**src/rtl/music_pkg.sv**
```systemverilog
// Shared definitions for the music sequencer and tone generation blocks.
package music_pkg;

  localparam int unsigned NOTE_W = 5;

  // Default silence code driven by the sequencer FSMs.
  localparam logic [NOTE_W-1:0] SEQ_REST_CODE = 5'd31;

  // Frequency of note code 0, in Hz.
  localparam longint unsigned BASE_HZ = 64'd220;

  typedef enum logic [1:0] {
    REST = 2'd0,
    GAP  = 2'd1,
    TONE = 2'd2
  } tone_state_e;

  // round(clk_hz / (2 * BASE_HZ * 2^(n/12))), evaluated at elaboration.
  // Semitone ratios within an octave are held as 2^(k/12) scaled by 1e9.
  function automatic longint unsigned half_period(input int unsigned n,
                                                  input longint unsigned clk_hz);
    longint unsigned ratio;
    longint unsigned den;
    case (n % 12)
      0:       ratio = 64'd1_000_000_000;
      1:       ratio = 64'd1_059_463_094;
      2:       ratio = 64'd1_122_462_048;
      3:       ratio = 64'd1_189_207_115;
      4:       ratio = 64'd1_259_921_050;
      5:       ratio = 64'd1_334_839_854;
      6:       ratio = 64'd1_414_213_562;
      7:       ratio = 64'd1_498_307_077;
      8:       ratio = 64'd1_587_401_052;
      9:       ratio = 64'd1_681_792_831;
      10:      ratio = 64'd1_781_797_436;
      default: ratio = 64'd1_887_748_625;
    endcase
    den = (64'd2 * BASE_HZ * ratio) << (n / 12);
    return (clk_hz * 64'd1_000_000_000 + den / 64'd2) / den;
  endfunction

endpackage

```
**src/rtl/tone_divider.sv**
```systemverilog
// Half-period divider: counts enabled cycles and ticks on the terminal count.
// A load clears the counter and suppresses the tick on that edge.
module tone_divider #(
  parameter int unsigned W = 12
) (
  input  logic         clk,
  input  logic         rst,
  input  logic         load,
  input  logic [W-1:0] half,
  input  logic         en,
  output logic         tick
);

  logic [W-1:0] cnt;
  logic         term;

  assign term = (cnt == half - W'(1));
  assign tick = en && !load && term;

  // Counter: cleared by load, wraps to zero at half-1 while enabled.
  always_ff @(posedge clk or posedge rst) begin
    if (rst) begin
      cnt <= '0;
    end else if (load) begin
      cnt <= '0;
    end else if (en) begin
      cnt <= term ? '0 : cnt + W'(1);
    end
  end

endmodule

```
**src/rtl/note_tone_gen.sv**
```systemverilog
// Note code to square-wave speaker drive.
// Define NOTE_TONE_GAP_EN to insert GAP_CYCLES silent cycles on every change
// to a sounding note (articulation gap).
module note_tone_gen
  import music_pkg::*;
#(
  parameter int unsigned CLK_HZ     = 50_000_000,
  parameter int unsigned REST_CODE  = 31,
  parameter int unsigned GAP_CYCLES = 500_000
) (
  input  logic              clk,
  input  logic              rst,
  input  logic [NOTE_W-1:0] note,
  output logic              speaker,
  output logic              active,
  output logic              note_strobe
);

  localparam logic [NOTE_W-1:0] RestCode  = NOTE_W'(REST_CODE);
  localparam int unsigned       NoteCodes = 1 << NOTE_W;
  // Note 0 has the longest half period and sets the counter width.
  localparam longint unsigned   Half0     = half_period(0, 64'(CLK_HZ));
  localparam int unsigned       W         = $clog2(Half0 + 64'd1);

  logic [NOTE_W-1:0] note_q;
  tone_state_e       state_q, state_d;
  logic              change;
  logic              gap_done;
  logic              load;
  logic              tick;
  logic [W-1:0]      half_tab [NoteCodes];
  logic [W-1:0]      half_sel;

  // Constant divider table, one entry per code.
  for (genvar g = 0; g < NoteCodes; g++) begin : g_half
    localparam longint unsigned H = half_period(g, 64'(CLK_HZ));
    assign half_tab[g] = W'(H);
  end

  assign half_sel = half_tab[note_q];
  assign change   = (note != note_q);

`ifdef NOTE_TONE_GAP_EN
  localparam int unsigned GapW = (GAP_CYCLES > 1) ? $clog2(GAP_CYCLES) : 1;
  logic [GapW-1:0] gap_cnt;

  assign gap_done = (state_q == GAP) && (gap_cnt == GapW'(GAP_CYCLES - 1));

  // Gap counter: restarts on every change, runs only while in GAP.
  always_ff @(posedge clk or posedge rst) begin
    if (rst) begin
      gap_cnt <= '0;
    end else if (change) begin
      gap_cnt <= '0;
    end else if (state_q == GAP) begin
      gap_cnt <= gap_cnt + GapW'(1);
    end
  end
`else
  assign gap_done = 1'b0;
  // GAP_CYCLES has no effect without the articulation gap.
  if (GAP_CYCLES != 0) begin : g_no_gap
  end
`endif

  // Divider restarts from zero on every change and on entry to TONE.
  assign load = change || gap_done;

  tone_divider #(
    .W(W)
  ) u_div (
    .clk  (clk),
    .rst  (rst),
    .load (load),
    .half (half_sel),
    .en   (state_q == TONE),
    .tick (tick)
  );

  // Next state: a change always wins over gap expiry.
  always_comb begin
    state_d = state_q;
    if (change) begin
      if (note == RestCode) begin
        state_d = REST;
      end else begin
`ifdef NOTE_TONE_GAP_EN
        state_d = GAP;
`else
        state_d = TONE;
`endif
      end
    end else if (gap_done) begin
      state_d = TONE;
    end
  end

  // State, note latch and registered outputs; a change forces speaker low.
  always_ff @(posedge clk or posedge rst) begin
    if (rst) begin
      state_q     <= REST;
      note_q      <= RestCode;
      speaker     <= 1'b0;
      active      <= 1'b0;
      note_strobe <= 1'b0;
    end else begin
      state_q     <= state_d;
      active      <= (state_d == TONE);
      note_strobe <= change;
      if (change) begin
        note_q  <= note;
        speaker <= 1'b0;
      end else if (tick) begin
        speaker <= ~speaker;
      end
    end
  end

endmodule

```
**config.mk**
```make
export PLATFORM = sky130hd
export DESIGN_NAME = note_tone_gen
export DESIGN_NICKNAME = d
export VERILOG_FILES = /design/src/rtl/music_pkg.sv /design/src/rtl/tone_divider.sv /design/src/rtl/note_tone_gen.sv
export SDC_FILE = /design/constraint.sdc
export NUM_CORES = 1
export LEC_CHECK = 0
export CORE_MARGIN = 3
export CORE_UTILIZATION = 40
export CTS_CLUSTER_SIZE = 30
export DETAILED_ROUTE_END_ITERATION = 6
export SETUP_SLACK_MARGIN = 0.02
export SLEW_MARGIN = 20
export SYNTH_ARGS = -nofsm -noshare
export SYNTH_HDL_FRONTEND = slang
export SYNTH_SLANG_ARGS = --single-unit
```
**constraint.sdc**
```tcl
create_clock -name clk -period 13.15 [get_ports clk]
set_clock_uncertainty 0.15 [all_clocks]
set_input_delay 1.9725 -clock clk [delete_from_list [all_inputs] [get_ports clk]]
set_output_delay 1.9725 -clock clk [all_outputs]
set_load 0.1 [all_outputs]
```
* Yosys cells after proc, flatten, opt, wreduce, memory -nomap -nowiden
Memories as Yosys holds them, arrays and structs flattened.
Index checks and enable logic that the tools add are counted.
W data, S select, Z words.
** Word-level totals
- Memory bits (read-only) :: 544
- Word-level logic and storage cells :: 31
- Output and inout port bits :: 3
- Flip-flop bits (word level) :: 27
- Input bits :: 7
- Memories kept :: 1
** Memory list
- (no name shown) :: depth 32, bits a word 17, read ports 1, clocked after memory_dff 0, write ports 0, RTL line note_tone_gen.sv:40 : assign half_sel = half_tab[note_q];
** Cells by class
- Order comparisons :: 1
- Reductions and logical operators :: 5
- Eq/ne operators :: 5
- Mux-type cells :: 9
- Add/sub/neg operators :: 2
- Bitwise gates (word level) :: 2
** Operators by type and width (count)
- $mux W17 :: 5
- $add A17 B1 Y17 const B :: 1
- $eq A17 B17 Y1 :: 1
- $sub A17 B1 Y17 const B :: 1
- $ge A6 B6 Y1 const B :: 1
- $not A5 Y6 :: 1
- $eq A5 B5 Y1 const B :: 1
- $ne A5 B5 Y1 :: 1
- $eq A2 B2 Y1 const B :: 2
- $mux W2 :: 2
- $reduce_bool A2 Y1 :: 2
- $logic_and A1 B1 Y1 :: 2
- $mux W1 :: 2
- $logic_not A1 Y1 :: 1
- $not A1 Y1 :: 1

* Logic depth before layout (Yosys ltp)
Gate-level depths: netlist of run 1.
- Depth after elaboration :: 9
- Depth in mapped cells :: 17
- Gate-level depth less buffers :: 15

* Cells and area by module
From an unflattened synthesis of run 1, not the netlist that was laid out.
** Unflattened totals
- Cell total of the unflattened synthesis :: 378
- Area total of the unflattened synthesis :: 2969.1 sq um
** By module, submodules not included
- tone_divider :: area each 1616.6 sq um, seq. area each 425.4 sq um, cells an instance 195, times used 1
- note_tone_gen :: area each 1352.5 sq um, seq. area each 256.5 sq um, cells an instance 183, times used 1

* Worst setup path after synthesis of run 1
No wires, ideal clock.
- Path type :: flip-flop to flip-flop
- Start :: register note_q[1]
- End :: register u_div.cnt[10]
- Path slack :: 8830 ps
- Period minus slack after synthesis :: 4320 ps
- Cell stages (with the launch flop) :: 15
- Library setup time :: 121 ps
- Buffers on the path :: 2
- Required time :: 12879 ps
- Data arrival time :: 4049 ps
- Cells stage by stage :: dfstp_2 > buf_2 > inv_1 > ha_1 > mux2_4 > mux4_2 > and3b_1 > nand4_2 > nor3_4 > mux2_1 > o311a_1 > o31ai_4 > nor2_2 > buf_4 > a22o_1
** Between the ends
- Longest elaborated chain between the ends :: 9
- Elaborated cells on any way between the ends :: 11
- Classes of those cells :: 1 x add/sub; 2 x eq/ne; 5 x mux; 1 x bitwise; 1 x reduce/logical; 1 x memory
** Ends and longest elaborated chain
- start, declared :: RTL line note_tone_gen.sv:25 : logic [NOTE_W-1:0] note_q;
- start signal, assigned :: RTL line note_tone_gen.sv:102 : note_q <= RestCode;
- start signal, assigned :: RTL line note_tone_gen.sv:111 : note_q <= note;
- $not A5 Y6 (not written as such) :: RTL line note_tone_gen.sv:40
- $mem_v2 Z32 W17
- $mux W17 (not written as such) (2 in series) :: RTL line note_tone_gen.sv:40
- $sub A17 B1 Y17 :: RTL line tone_divider.sv:17 : assign term = (cnt == half - W'(1));
- $eq A17 B17 Y1 :: RTL line tone_divider.sv:17
- $mux W17 :: RTL line tone_divider.sv:27 : cnt <= term ? '0 : cnt + W'(1);
- $mux W17 :: RTL line tone_divider.sv:26 : end else if (en) begin
- $mux W17 :: RTL line tone_divider.sv:24 : end else if (load) begin
- end signal, assigned :: RTL line tone_divider.sv:27
- end, declared :: RTL line tone_divider.sv:14 : logic [W-1:0] cnt;
Parallel ways exist; a longest one is shown, timed or not. The select of a mux whose other input is x is not followed.
A chain may end at the register's enable or synchronous reset.

* Worst setup path in the final report of run 1
- Start :: register note_q[1]
- End :: register u_div.cnt[4]
The elaborated chain is that of the path after synthesis.

==> results list, run 1 <==
* Grt met3 use: 2.304%
- TritonCTS built the clock tree.
* M2 GR Usage: 28.21%
- Minimum period implied by the final worst setup slack: 5.001 ns
- Most frequent cells in the layout: sky130_fd_sc_hd__dfrtp_1 (22), sky130_fd_sc_hd__nor2_1 (21), sky130_fd_sc_hd__xnor2_1 (20)
- Start point of the critical path: note_q[1]
- Across the run, the number of max-cap violations was 0.
- After synthesis, the largest family of logic cells by area is simple AND/OR/NAND/NOR gates.
* Number of antenna violations at the first check in global routing: 0
* Unrepaired setup endpoints after global routing: false
- Of the post-synthesis cell area, the part taken by muxes is 7.587%.
- Total standard cell area after synthesis: 2754 sq um
- Hold repair after CTS inserted 0 buffers.
* Maximum achievable frequency: 0.1999 GHz
- Clock-pin slew was measured on the worst setup and hold paths at 0.10 ns.
- Post-Place Setup Slack: ~8.2 ns
* Placeable core region: between 6000 and 7000 sq um
* Total gr overflow: 0
- Setup crit end kind: flip-flop
* Fraction of layout cells with a size suffix above 1: a little under a tenth
* Summed area of non-filler cells in the final layout: 2853 sq um
- Starting density of the core: 42.40%
- Setup violations remaining at the end of the flow were counted as 0.
* Met1 layer usage reported by global route: 23.75%
* Final standard cell utilization of the core: 43.92%
- WL per Instance: 16.57 um
- Maximum fanout along the worst path: 17
- Layout Nets: roughly 330
- Final Wtd Congestion: 0.9213
- Counting every net in the synthesized netlist gives ~340.
- The most critical setup path has its endpoint at u_div.cnt[4].
* Vias per cell: 5.863
* Tot Pwr: 199.1 uW
- The worst path meets setup with roughly 8.1 ns of slack.
- Path type of the worst setup path: flip-flop to flip-flop
- Detailed routing inserted a total of 2275 vias.
- Area growth syn-to-layout: 3.589%
- FFs w/ async S/R, synth: 100.0%
- Number of distinct standard cells referenced by the synthesized netlist: 58
* Global-route wire length before repair: 10780 um
- The floorplan step set the die height to 88.98 um.
- Count of state elements after synthesis: 27
* Fraction of the mapped netlist area in simple logic gates: between 20% and 30%
* Pin count of the biggest net entering global routing: between 40 and 50
- Measured along the x axis, the die boundary spans 88.98 um.
- At the pin with the least slew margin, the transition time is roughly 0.99 ns.
* Most common cell after layout, fill and taps aside: sky130_fd_sc_hd__dfrtp_1
- Most used routing layer: met2
- The tree is rooted in a sky130_fd_sc_hd__clkbuf_8.
* H-Tree Depth: 1
- Power spread over the standard cell area amounts to 69.79 nW/um^2.
- Final Cycle Share: 38.03%
- Post-route non-filler standard cell count: 388
* Placed cell count: 384
- Clock latency on the worst-skew pair: 0.27 ns
- Remaining number of nets flagged by the antenna check after routing: 0
- Half-perimeter wire length after placement: approximately 4900 um
* Slack of the worst reg-to-reg path: around 8 ns
- IR analysis of the VDD net gives a maximum drop of 0.03976 mV.
* Kind of start point of the critical path: flip-flop
- TritonCTS created 3 clock buffers.
- The via count of the first global-routing pass is 2179.
* Most common flop cell mapped by yosys: sky130_fd_sc_hd__dfrtp_1
- Once placement finished, the instance area stood at around 2800 sq um.
- Xor/xnor share of the synthesized area: 7.951%
* Count of antenna diodes in the layout: 0
- Mapped Cells: 320
- Router iterations before antenna repair: 4
* Yosys warnings: 0
* Arrival time of data at the critical path endpoint: 5.01 ns
- Start point of the worst min-delay path: state_q[0]
- Reg-to-Reg End: u_div.cnt[4]
* Hold Violations, Final: 0
- Along the worst hold path, the cell count comes to 1.
- Clk sinks: 27
- Global router's overall resource usage: ~17%
- For the worst setup path, the data required time is between 10 and 15 ns.
- A synthesized cell averages 8.606 sq um.
- Port Buf Inserts: 9
- The share of the Yosys chip area taken by registers is 24.76%.
* Max Buffers Root-to-Sink: 2
* Site Rows: 29
- Summed over all cells, the static leakage comes to roughly 1.2 nW.
- The synthesized netlist devotes 5.452% of its cell area to adder and majority cells.
- The path class of the tightest hold or removal check is flip-flop to flip-flop.
- Depth of the worst register-to-register path: 12
* Status: finished, final reports clean
- The final max-slew violation count came to 0.
- Summing the areas of all compound-gate instances in the mapped netlist gives between 20 and 25% of the synthesized area.
- For this run, design rule violations remaining after detail routing come to 0.
- Starting DRT DRC Count: 100
- Post-route setup TNS: 0 ns
- Post-detailed-routing wire length: 6429 um
- Boundary pin count: 10
- Max-Slew Margin vs Limit: 33.94%
- Worst hold slack: 0.3737 ns
- Beginning of the worst register-to-register path: note_q[1]
- Yosys mapped a number of flops with a built-in enable equal to 0.
- Gates resized during post-CTS repair numbered 0.
- The floorplan step defined a die boundary enclosing roughly 8000 sq um.
* # Post-CTS Setup Buffers: 0
worst min path at each step:
stage	end	slack (ns)
final	state_q[0]	0.37
after global routing	state_q[0]	0.41
after CTS	state_q[0]	0.38
after detailed placement	state_q[0]	0.35
after global placement	state_q[0]	0.35
after floorplan	state_q[0]	0.32
where the power goes:
group | switching [mW] | internal (mW) | total (mW)
combinational | 0.0338 | 0.0262 | 0.0600
clock | 0.0271 | 0.0215 | 0.0486
sequential | 0.00564 | 0.0849 | 0.0905
worst max-delay path, cell delays in order, from the launching register on:
cell                      delay [ns]
sky130_fd_sc_hd__dfstp_2        0.72
sky130_fd_sc_hd__inv_1          0.19
sky130_fd_sc_hd__ha_1           0.32
sky130_fd_sc_hd__mux2_4         0.28
sky130_fd_sc_hd__mux4_2         0.50
sky130_fd_sc_hd__and3b_1        0.28
sky130_fd_sc_hd__nand4_2        0.14
sky130_fd_sc_hd__nor3_4         0.29
sky130_fd_sc_hd__mux2_1         0.34
sky130_fd_sc_hd__o311a_1        0.38
sky130_fd_sc_hd__o31ai_4        0.63
sky130_fd_sc_hd__nor2_2         0.29
sky130_fd_sc_hd__a221o_1        0.37
state kept, by name (all words and copies together) (netlist names):
| signal | flops |
|---|---|
| u_div.cnt | 17 |
| note_q | 5 |
| state_q | 2 |
| active | 1 |
| note_strobe | 1 |
| speaker | 1 |
logic make-up after synthesis:
family	count (synthesis)
AOI/OAI and AO/OA	85
xor gates and xnor gates	25
adders and majority gates	12
buffers and inverters	34
DFF	27
muxes	15
and+or+nand+nor	122
routing by layer:
metal	share of wire, %	wire length, um
met1	46	2977
met2	49	3122
met3	4.3	275
met4	0.82	53
met5	0	0
synth_stat cells (7+ instances only):
library cell | instances | area share, %
sky130_fd_sc_hd__o21ai_0 | 13 | 2.4
sky130_fd_sc_hd__xnor2_1 | 20 | 6.4
sky130_fd_sc_hd__ha_1 | 12 | 5.5
sky130_fd_sc_hd__a22o_1 | 15 | 4.8
sky130_fd_sc_hd__nor2b_1 | 17 | 3.9
sky130_fd_sc_hd__inv_1 | 11 | 1.5
sky130_fd_sc_hd__nor2_1 | 21 | 2.9
sky130_fd_sc_hd__a21oi_1 | 16 | 2.9
sky130_fd_sc_hd__nand2b_1 | 11 | 2.5
sky130_fd_sc_hd__clkbuf_1 | 8 | 1.1
sky130_fd_sc_hd__dfrtp_1 | 22 | 20
sky130_fd_sc_hd__and3_1 | 16 | 3.6
sky130_fd_sc_hd__buf_2 | 7 | 1.3
sky130_fd_sc_hd__nand2_1 | 15 | 2.0
sky130_fd_sc_hd__mux2i_1 | 7 | 2.5
sky130_fd_sc_hd__o21ai_1 | 10 | 1.8
sky130_fd_sc_hd__a211oi_1 | 7 | 1.9
layout make-up:
cell class	count	area (sq um)
fillers	637	3642
multi-input cells	259	1891
flip-flops and latches	27	681.9
well taps	77	96.34
repair buffers	9	90.09
inverters	12	45.04
clock buffers	3	41.29
clock inverters	1	7.507
No activity file was read; power rests on OpenSTA's default activity.
==> run 2, diff against run 1 <==
Clock period 13.15 ns to 4.6 ns, I/O delays scaled along.
==> run 2 against run 1 <==
Against the previous run:
- register-to-register slack lost 7.9 ns
- core utilization grew 0.87 points
- clock power grew to 2.8 times the previous value
- count of clock-buffer cells in the layout grew 1
- flip-flop and latch count is the same
- maximum frequency grew 16%
- cell count grew 2.1%
- design area grew 2.0%
- non-clock buffer count grew 8
- sequential share of layout area shrank 0.46 points
- combinational power grew to 3.1 times the previous value
==> results list, run 2 (synthesis gave the netlist of run 1 again) <==
* Status: finished, final reports clean (unchanged)
- The post-detailed-route via-to-cell ratio came to 5.843 (was 5.863).
- Class of the worst hold path: flip-flop to flip-flop (unchanged)
- Clk sinks: 27 (unchanged)
* Fraction of layout cells with a size suffix above 1: 11.29% (was 9.325%)
- Power density over the cells: 196.2 nW/um^2 (was 69.79 nW/um^2)
* Count of antenna diodes in the layout: 0 (unchanged)
* Final Wtd Congestion: 0.8566 (was 0.9213)
* Minimum period implied by the final worst setup slack: 4.330 ns (was 5.001 ns)
- The wire length of the first global-routing pass was 11230 um (was 10780 um).
- The worst path arrival time is 4.35 ns (was 5.01 ns).
* Final setup violating endpoints: 0 (unchanged)
* Starting DRT DRC Count: 95 (was 100)
- Most common cell after layout, fill and taps aside: sky130_fd_sc_hd__dfrtp_1 (unchanged)
- Boundary pin count: 10 (unchanged)
- Number of flip-flops in the largest register: 17 (unchanged)
* Port Buf Inserts: 9 (unchanged)
- The reg-to-reg endpoint is u_div.cnt[13] (was u_div.cnt[4]).
* Total gr overflow: 0 (unchanged)
- Path type of the worst setup path: flip-flop to flip-flop (unchanged)
- The buffer depth of the longest clock path is 2 (unchanged).
- Setup crit end kind: flip-flop (unchanged)
- The full die area came to 7917 sq um (unchanged).
- The area inside the core boundary was 6495 sq um (unchanged).
* Area growth syn-to-layout: 5.634% (was 3.589%)
- Hold Violations, Final: 0 (unchanged)
- The final max-slew violation count was 0 (unchanged).
- Router iterations before antenna repair: 4 (unchanged)
- The remaining antenna violation count was 0 (unchanged).
- The source-to-sink clock delay at the later pin of the worst-skew pair came to 0.27 ns (about the same).
* Start point of the critical path: note_q[1] (unchanged)
- Number of gates resized after CTS: 0 (unchanged)
- The transition time at the pin with the least slew margin was 0.9914 ns (was 0.9878 ns).
* Number of buffers inserted by hold repair at cts: 0 (unchanged)
- Register ranked first by flip-flop count: u_div.cnt (unchanged)
- The global-route usage over all layers was 18.00% (was 17.16%).
* WL per Instance: 16.39 um (was 16.57 um)
* Post-route setup TNS: 0 ns (unchanged)
- Leakage: 1.253 nW (was 1.215 nW)
- Slack of the worst reg-to-reg path: 0.27 ns (was 8.15 ns)
- The number of buffers added by the clock tree synthesis step is 3 (unchanged).
- The detailed-route via count was 2314 (was 2275).
* Largest registers: u_div.cnt x17, note_q x5, state_q x2 (unchanged)
- Worst-path clk slew: 0.09 ns (was 0.10 ns)
* CP Capture Point: u_div.cnt[13] (was u_div.cnt[4])
- Required time of the critical path: 4.62 ns (was 13.16 ns)
* Unrepaired setup endpoints after global routing: false (unchanged)
- The critical register-to-register path startpoint was note_q[1] (unchanged).
* Max rail drop VDD: 0.1452 mV (was 0.03976 mV)
- Site Rows: 29 (unchanged)
- Number of global-route vias before repair: 2251 (was 2179)
- Residual DRC count: 0 (unchanged)
* Buffer type at the clock tree root: sky130_fd_sc_hd__clkbuf_8 (unchanged)
- Most frequent cells in the layout: sky130_fd_sc_hd__dfrtp_1 (22), sky130_fd_sc_hd__nor2_1 (21), sky130_fd_sc_hd__xnor2_1 (20) (unchanged).
* MaxCap Viol Count: 0 (unchanged)
* Width of the chip: 88.98 um (unchanged)
- The pin count of the biggest net entering global routing came to 28 (was 45).
* Kind of start point of the critical path: flip-flop (unchanged)
- H-Tree Depth: 1 (unchanged)
- The power after layout was 570.8 uW (was 199.1 uW).
- The count of fill cells added during filler insertion was 636 (was 637).
* TritonCTS clock tree: built (unchanged)
- The post-route clock period utilization was 94.12% (was 38.03%).
* Layout Nets: 339 (was 331)
- The post-CTS setup-driven buffer insertion count came to 0 (unchanged).
* Post-detailed-routing wire length: 6491 um (was 6429 um)
- The vertical die dimension is 88.98 um (unchanged).
- The initial standard-cell utilization of the core was 42.40% (unchanged).
* Half-perimeter wire length after placement: 5069 um (was 4857 um)
- The depth of the most critical reg-to-reg path was 13 (was 12).
* Max-Slew Margin vs Limit: 33.70% (was 33.94%)
- The top achievable clock speed was 0.2310 GHz (was 0.1999 GHz).
- The number of antenna violations at the first check in global routing was 0 (unchanged).
- The maximum fanout encountered on the critical timing path was 13 (was 17).
==> run 2: cell type report <==
class | count | area (sq um) | area share (%)
tap | 77 | 96.34 | 3.312
clock buffer | 4 | 45.04 | 1.548
timing repair buffer | 17 | 150.1 | 5.161
inverter | 12 | 45.04 | 1.548
multi-input combinational | 259 | 1891 | 64.99
sequential | 27 | 681.9 | 23.44
==> run 2: worst min path at each step <==
stage / startpoint / slack [ns] / cells after the start / endpoint
2_1_floorplan: state_q[0] / 0.32 / 1 / state_q[0]
3_3_place_gp: state_q[0] / 0.35 / 1 / state_q[0]
3_5_place_dp: state_q[0] / 0.34 / 1 / state_q[0]
4_1_cts: state_q[0] / 0.36 / 1 / state_q[0]
5_1_grt: state_q[0] / 0.43 / 1 / state_q[0]
6_report: state_q[0] / 0.36 / 1 / state_q[0]
==> run 2: metal layers <==
| layer | vias up | track usage, % | share of wire [%] |
|---|---|---|---|
| met2 | 51 | 29.82 | 48 |
| met5 | - | 0 | 0 |
| li1 | 1153 | - | - |
| met1 | 1096 | 24.14 | 45 |
| met3 | 14 | 2.673 | 4.0 |
| met4 | 0 | 5.954 | 2.7 |
==> run 2: critical path, cell delays in order, from the launching register on <==
cell and delay, ns:
sky130_fd_sc_hd__dfstp_2 0.53, sky130_fd_sc_hd__inv_1 0.11, sky130_fd_sc_hd__ha_1 0.39, sky130_fd_sc_hd__and2_1 0.17, sky130_fd_sc_hd__mux4_2 0.51, sky130_fd_sc_hd__and3b_1 0.27
sky130_fd_sc_hd__nand4_2 0.13, sky130_fd_sc_hd__nor3_4 0.29, sky130_fd_sc_hd__mux2_1 0.35, sky130_fd_sc_hd__o311a_1 0.38, sky130_fd_sc_hd__o31ai_4 0.33, sky130_fd_sc_hd__buf_4 0.24
sky130_fd_sc_hd__o21ai_0 0.10, sky130_fd_sc_hd__a22o_1 0.25
==> run 2: stage by stage <==
stage | worst slack (ns) | instances | util, % | hold slack (ns) | area, sq um
after detailed placement | 0.2838 | 392 | 44.10 | 0.3377 | 2864
after global placement | 0.3610 | 392 | 44.10 | 0.3453 | 2864
after CTS | 0.2465 | 396 | 44.79 | 0.3641 | 2909
after global routing | 0.03598 | 396 | 44.79 | 0.4294 | 2909
after floorplan | 0.2803 | 320 | - | 0.3164 | 2754
final | 0.2704 | 396 | 44.79 | 0.3609 | 2909
==> run 2: power by group <==
part | leakage [nW] | internal, mW | total, mW | switching [mW]
logic | 0.886 | 0.0790 | 0.185 | 0.106
registers | 0.345 | 0.242 | 0.251 | 0.00861
clock network | 0.0228 | 0.0621 | 0.135 | 0.0729
